==> src/rtl/host_bus_writer_pkg.sv <==
// Shared types and constants for the host bus write initiator.
package host_bus_writer_pkg;

   localparam int BANK_W   = 2;
   localparam int OFFSET_W = 11;
   localparam int ADDR_W   = BANK_W + OFFSET_W;
   localparam int DATA_W   = 8;

   // Writing the bank number to this bus address selects the VRAM bank.
   localparam logic [OFFSET_W-1:0] BANK_REG_ADDR = '0;

   typedef enum logic [1:0] {
      ST_IDLE,
      ST_SETUP,
      ST_STROBE,
      ST_HOLD
   } state_t;

   typedef enum logic {
      KIND_BANK,
      KIND_VRAM
   } kind_t;

   function automatic logic [BANK_W-1:0] bank_of(input logic [ADDR_W-1:0] addr);
      return addr[ADDR_W-1:OFFSET_W];
   endfunction

endpackage

==> src/rtl/host_req_fifo.sv <==
// Four-entry request FIFO with a look-ahead port on the entry behind the head,
// so the writer can chain the next cycle without an idle clock.
module host_req_fifo
   import host_bus_writer_pkg::*;
(
   input  logic              clk,
   input  logic              rst,
   input  logic              push,
   input  logic [ADDR_W-1:0] push_addr,
   input  logic [DATA_W-1:0] push_data,
   input  logic              pop,
   output logic              full,
   output logic              head_valid,
   output logic [ADDR_W-1:0] head_addr,
   output logic [DATA_W-1:0] head_data,
   output logic              next_valid,
   output logic [ADDR_W-1:0] next_addr,
   output logic [DATA_W-1:0] next_data
);

   localparam int DEPTH = 4;

   logic [ADDR_W+DATA_W-1:0] mem [DEPTH];
   logic [1:0] rd_ptr_reg;
   logic [1:0] wr_ptr_reg;
   logic [1:0] rd_ptr_plus;
   logic [2:0] count_reg;

   assign rd_ptr_plus = rd_ptr_reg + 2'd1;
   assign full        = (count_reg == 3'd4);
   assign head_valid  = (count_reg != 3'd0);
   assign next_valid  = (count_reg >= 3'd2);
   assign {head_addr, head_data} = mem[rd_ptr_reg];
   assign {next_addr, next_data} = mem[rd_ptr_plus];

   always_ff @(posedge clk or posedge rst) begin
      if (rst) begin
         rd_ptr_reg <= '0;
         wr_ptr_reg <= '0;
         count_reg  <= '0;
      end else begin
         if (push) wr_ptr_reg <= wr_ptr_reg + 2'd1;
         if (pop)  rd_ptr_reg <= rd_ptr_plus;
         count_reg <= count_reg + {2'b00, push} - {2'b00, pop};
      end
   end

   // A push into a full FIFO only happens alongside a pop, so the slot is free.
   always_ff @(posedge clk) begin
      if (push) mem[wr_ptr_reg] <= {push_addr, push_data};
   end

endmodule

==> src/rtl/host_bus_writer.sv <==
// Host write initiator: turns requests into BANK/VRAM bus cycles with fixed setup/strobe/hold.
// Define HOST_WRITER_FIFO_EN to buffer requests in a 4-entry FIFO instead of one holding register.
module host_bus_writer
   import host_bus_writer_pkg::*;
#(
   parameter int SETUP_CYCLES  = 1,
   parameter int STROBE_CYCLES = 2,
   parameter int HOLD_CYCLES   = 1
)(
   input  logic        clk,
   input  logic        rst,
   input  logic        reqValid,
   input  logic [12:0] reqAddr,
   input  logic [7:0]  reqData,
   output logic        reqReady,
   output logic [10:0] hostBusAddr,
   output logic [7:0]  hostBusData,
   output logic        hostBusOE,
   output logic        nHostWMEM,
   output logic        nHostVRAMEn,
   output logic        nHostBankRegEn,
   output logic        busy
);

   localparam logic [2:0] SETUP_LAST  = 3'(SETUP_CYCLES - 1);
   localparam logic [2:0] STROBE_LAST = 3'(STROBE_CYCLES - 1);
   localparam logic [2:0] HOLD_LAST   = 3'(HOLD_CYCLES - 1);

   state_t             state_reg, state_next;
   kind_t              kind_reg, kind_next, start_kind;
   logic [2:0]         phase_reg, phase_next;
   logic [BANK_W-1:0]  cur_bank_reg;
   logic               bank_valid_reg;

   logic               head_valid, next_valid, push, pop;
   logic [ADDR_W-1:0]  head_addr, next_addr, start_addr;
   logic [DATA_W-1:0]  head_data, next_data, start_data;
   logic               head_needs_bank, next_needs_bank;
   logic               start, bank_done, pending_next;

`ifdef HOST_WRITER_FIFO_EN
   logic full;
   logic ready_en_reg;

   host_req_fifo u_fifo (
      .clk        (clk),
      .rst        (rst),
      .push       (push),
      .push_addr  (reqAddr),
      .push_data  (reqData),
      .pop        (pop),
      .full       (full),
      .head_valid (head_valid),
      .head_addr  (head_addr),
      .head_data  (head_data),
      .next_valid (next_valid),
      .next_addr  (next_addr),
      .next_data  (next_data)
   );

   // Held low through the first clock after reset release.
   always_ff @(posedge clk or posedge rst) begin
      if (rst) ready_en_reg <= 1'b0;
      else     ready_en_reg <= 1'b1;
   end

   // pop comes only from registered state, so this has no path from the request inputs.
   assign reqReady = ready_en_reg && (!full || pop);
`else
   logic              hold_valid_reg, hold_valid_next, ready_reg;
   logic [ADDR_W-1:0] hold_addr_reg;
   logic [DATA_W-1:0] hold_data_reg;

   assign hold_valid_next = push || (hold_valid_reg && !pop);

   always_ff @(posedge clk or posedge rst) begin
      if (rst) begin
         hold_valid_reg <= 1'b0;
         hold_addr_reg  <= '0;
         hold_data_reg  <= '0;
         ready_reg      <= 1'b0;
      end else begin
         hold_valid_reg <= hold_valid_next;
         if (push) begin
            hold_addr_reg <= reqAddr;
            hold_data_reg <= reqData;
         end
         ready_reg <= (state_next == ST_IDLE) && !hold_valid_next;
      end
   end

   assign reqReady   = ready_reg;
   assign head_valid = hold_valid_reg;
   assign head_addr  = hold_addr_reg;
   assign head_data  = hold_data_reg;
   assign next_valid = 1'b0;
   assign next_addr  = '0;
   assign next_data  = '0;
`endif

   assign push            = reqValid && reqReady;
   assign pending_next    = push || next_valid || (head_valid && !pop);
   assign head_needs_bank = !bank_valid_reg || (bank_of(head_addr) != cur_bank_reg);
   assign next_needs_bank = !bank_valid_reg || (bank_of(next_addr) != cur_bank_reg);

   always_comb begin
      state_next = state_reg;
      kind_next  = kind_reg;
      phase_next = phase_reg;
      start      = 1'b0;
      start_kind = KIND_VRAM;
      start_addr = head_addr;
      start_data = head_data;
      bank_done  = 1'b0;
      pop        = 1'b0;
      case (state_reg)
         ST_IDLE: begin
            if (head_valid) begin
               start      = 1'b1;
               start_kind = head_needs_bank ? KIND_BANK : KIND_VRAM;
            end
         end
         ST_SETUP: begin
            if (phase_reg == SETUP_LAST) begin
               state_next = ST_STROBE;
               phase_next = 3'd0;
            end else begin
               phase_next = phase_reg + 3'd1;
            end
         end
         ST_STROBE: begin
            if (phase_reg == STROBE_LAST) begin
               state_next = ST_HOLD;
               phase_next = 3'd0;
            end else begin
               phase_next = phase_reg + 3'd1;
            end
         end
         ST_HOLD: begin
            if (phase_reg != HOLD_LAST) begin
               phase_next = phase_reg + 3'd1;
            end else if (kind_reg == KIND_BANK) begin
               // Bank register written; the same head request now gets its VRAM cycle.
               bank_done = 1'b1;
               start     = 1'b1;
            end else begin
               pop        = 1'b1;
               state_next = ST_IDLE;
               if (next_valid) begin
                  start      = 1'b1;
                  start_addr = next_addr;
                  start_data = next_data;
                  start_kind = next_needs_bank ? KIND_BANK : KIND_VRAM;
               end
            end
         end
         default: state_next = ST_IDLE;
      endcase
      if (start) begin
         state_next = ST_SETUP;
         phase_next = 3'd0;
         kind_next  = start_kind;
      end
   end

   // Bus outputs are registered from the next-state decode so they line up with state_reg.
   always_ff @(posedge clk or posedge rst) begin
      if (rst) begin
         state_reg      <= ST_IDLE;
         kind_reg       <= KIND_VRAM;
         phase_reg      <= 3'd0;
         cur_bank_reg   <= '0;
         bank_valid_reg <= 1'b0;
         hostBusAddr    <= '0;
         hostBusData    <= '0;
         hostBusOE      <= 1'b0;
         nHostWMEM      <= 1'b1;
         nHostVRAMEn    <= 1'b1;
         nHostBankRegEn <= 1'b1;
         busy           <= 1'b0;
      end else begin
         state_reg <= state_next;
         kind_reg  <= kind_next;
         phase_reg <= phase_next;
         if (bank_done) begin
            cur_bank_reg   <= hostBusData[BANK_W-1:0];
            bank_valid_reg <= 1'b1;
         end
         if (start) begin
            hostBusAddr <= (start_kind == KIND_BANK) ? BANK_REG_ADDR : start_addr[OFFSET_W-1:0];
            hostBusData <= (start_kind == KIND_BANK) ?
                           {{(DATA_W-BANK_W){1'b0}}, bank_of(start_addr)} : start_data;
         end
         hostBusOE      <= (state_next != ST_IDLE);
         nHostWMEM      <= (state_next != ST_STROBE);
         nHostVRAMEn    <= !((state_next != ST_IDLE) && (kind_next == KIND_VRAM));
         nHostBankRegEn <= !((state_next != ST_IDLE) && (kind_next == KIND_BANK));
         busy           <= (state_next != ST_IDLE) || pending_next;
      end
   end

endmodule

==> config.mk <==
export PLATFORM = sky130hd
export DESIGN_NAME = host_bus_writer
export DESIGN_NICKNAME = d
export VERILOG_FILES = /design/src/rtl/host_bus_writer_pkg.sv /design/src/rtl/host_req_fifo.sv /design/src/rtl/host_bus_writer.sv
export SDC_FILE = /design/constraint.sdc
export NUM_CORES = 1
export LEC_CHECK = 0
export BUFFER_PORTS_ARGS = -buffer_cell sky130_fd_sc_hd__buf_4
export CAP_MARGIN = 20
export CORE_AREA = 5 5 75 77
export DETAILED_ROUTE_END_ITERATION = 10
export DIE_AREA = 0 0 80 82
export PLACE_DENSITY = 0.82
export SYNTH_ARGS = -nofsm -noshare
export SYNTH_HDL_FRONTEND = slang
export SYNTH_SLANG_ARGS = --single-unit
==> constraint.sdc <==
create_clock -name clk -period 4 [get_ports clk]
set_input_delay 0.4 -clock clk [delete_from_list [all_inputs] [get_ports clk]]
set_output_delay 0.4 -clock clk [all_outputs]
set_load 0.1 [all_outputs]
==> impl_metrics.yaml <==
run_status:
  outcome: "complete, no violations"
clocking:
  root_buffer: "clkbuf_8"
  cts_hold_buf: 0
  clkTransAtPathRegs_ns: 0.10
  post_cts_resized: 0
  htreeDepth: 2
  tritoncts: "done"
  numCtsBuffers: 5
  clock-sinks: 56
  cts_setup_buffers: 0
  clock_latency_ns: 0.31
  clockBufferDepth: 2
placement:
  io_buffers: 48
  dp_hpwl_mm: 3.098
  globalplace.congestion: 0.7963
setup_path:
  crit_slowest_cell: "a21o_1"
  crit_path_cell_trace: "ha_1 -> nand4bb_1 -> a21o_1 -> nand2_1 -> or4_1"
  crit_buf_inv: 0
  start_kind: "flip-flop"
  arrival_ns: 2.72
  path_class: "reg -> reg"
  max_stage_delay_ns: 0.69
  cp-end-kind: "flip-flop"
  crit_required_ns: 4.19
  crit_fanout: 28
  cpLargestDelayFamily: "simple AND/OR/NAND/NOR gates"
detailed_routing:
  drcViolationCount: 0
  via_count: 1594
  ant_nets: 0
  drt_wl_total_mm: 4.442
  vias_per_cell: 5.159
  first_iter_violations: 72
  dr.pass1.iters: 4
  avgRoutedWirePerCell_um: 14.38
timing:
  fin_crit_sh_pct: 63.30
  finalHoldViolations: 0
  slew_headroom_pct: 37.20
  min_period_ns: 2.532
  finClkSkew_ns: 0.006690
  fmaxAchievable_ghz: 0.3949
  drv_slew: 0
  finalSetupViolCount: 0
  rsz0062_at_grt: "no"
  fin_tns_setup_ns: 0
  worst_slew_pin_slew_ns: 0.9397
final_layout:
  nFillCells: 424
  final_core_util_pct: 59.24
  regArea_mm2: 0.001406
  diodes: 0
  drive_gt1_share_pct: 37.66
  final_common_cell: "dfrtp_1"
  final_nets: 270
  mostFrequentLayoutCells: "dfrtp_1 (52), buf_4 (49), mux2_2 (21)"
  largest_reg_flops: 13
  area_growth_pct: 21.30
  multi_input_area_um2: 945.9
global_route:
  grt.overflow.total: 0
  grt_pass1_vias: 1649
  grt.total_usage_pct: 14.55
  grt_max_degree: 57
  antenna_found_initial: 0
  grt_first_pass_wirelength_mm: 7.362
synth:
  ys.flop_type: "dfrtp_1"
  synthesis.area_mm2: 0.002415
  avgSynthCellArea_um2: 12.71
  syn_inst: 190
  synth_top_area_share_pct: 53.89
  synth-edff-count: 0
  ys_ff_latch: 56
  yosysWarningCount: 0
  synth_area_leaders: "dfrtp_1 (54%), mux2_2 (9.8%), a22o_1 (6.2%), dfstp_2 (4.4%), ha_1 (4.1%)"
  yosysUniqueCellTypes: 42
  yosys.area.top_type: "dfrtp_1"
  synth.net_count: 222
  async_reset_ff_share_pct: 100.0
  yosysSeqAreaShare_pct: 58.24
die:
  dieArea_mm2: 0.006560
  die_x_um: 80
  die_h_um: 82
  std_cell_rows: 26
  initial_core_util_pct: 48.84
  io_pins: 49
  coreArea_mm2: 0.004945
run:
  cap_violations: 0
min_path:
  worst_hold_path_type: "in -> async"
-- path summary, 6_finish.rpt --
| check | startpoint | to | slack, ns | depth (start not counted) |
|---|---|---|---|---|
| max | state_reg[0]$_DFF_PP0_ | busy$_DFF_PP0_ | 1.47 | 5 |
| min | rst | hostBusData[7]$_DFFE_PP0N_ | 0.28 | 3 |
| max reg2reg | state_reg[0]$_DFF_PP0_ | busy$_DFF_PP0_ | 1.47 | 5 |
| min reg2reg | head_data[5]$_DFFE_PP0P_ | hostBusData[5]$_DFFE_PP0N_ | 0.49 | 1 |
| max in group asynchronous | rst | head_addr[3]$_DFFE_PP0P_ | 3.29 | 3 |
| min in group clk | reqData[1] | head_data[1]$_DFFE_PP0P_ | 0.32 | 2 |
-- worst reg2reg max path, cell delays in order, from the launching register on --
cell and delay (ns):
dfrtp_1 0.45, ha_1 0.32, nand4bb_1 0.23, a21o_1 0.69, nand2_1 0.19, or4_1 0.54
-- per-stage QoR --
stage	hold slack (ns)	instances	worst slack, ns	area, um^2
after floorplan	0.4603	190	2.101	2415
after global placement	0.4703	301	1.517	2841
after detailed placement	0.4776	301	1.473	2841
after CTS	0.2966	309	1.457	2929
after global routing	0.3025	309	1.286	2929
final	0.2810	309	1.468	2929
-- Yosys cell counts, types with 2 or more instances --
| library cell | number |
|---|---|
| nor3_1 | 2 |
| nor2_1 | 2 |
| xnor2_1 | 2 |
| dfstp_2 | 4 |
| nand2_1 | 14 |
| a21boi_0 | 2 |
| inv_1 | 9 |
| o21ai_0 | 5 |
| nand3_1 | 2 |
| ha_1 | 8 |
| buf_1 | 3 |
| a21oi_1 | 5 |
| o32ai_1 | 2 |
| dfrtp_1 | 52 |
| and2_1 | 5 |
| o21a_1 | 2 |
| a21o_1 | 2 |
| buf_2 | 2 |
| nand3b_1 | 3 |
| or2_2 | 2 |
| mux2_2 | 21 |
| clkbuf_1 | 3 |
| nand2b_1 | 3 |
| a22o_1 | 17 |
-- routing by layer --
metal  up-vias  global-route usage [%]  part of all wire (%)
li1        775                       -                     -
met1       777                   17.84                    44
met2        32                   24.50                    50
met3        10                   3.070                   4.1
met4         0                   7.095                   2.2
met5         -                       0                     0
-- cell families (layout without fill, tap and decap cells) --
logic type               after synthesis  count (layout)  synth area share [%]
buffers and inverters                 17              66                 2.746
XOR/XNOR                               2               2                0.7255
multiplexers                          22              22                 10.21
AO/OA/AOI/OAI                         43              43                 13.47
adder cells (fa/ha/maj)                8               8                 4.145
AND/OR/NAND/NOR                       42              42                 10.47
flip-flops                            56              56                 58.24
-- area by class of cell --
cell class / count / area share (%)
tap: 70 / 2.990
clock inverter: 3 / 0.6408
clock buffer: 5 / 2.349
sequential: 56 / 48.01
multi-input combinational: 117 / 32.29
inverter: 9 / 1.153
timing repair buffer: 49 / 12.56
Power is left out: the tool's default activity adds up to more than one toggle a clock period on the data nets, which glitch-free logic cannot reach.
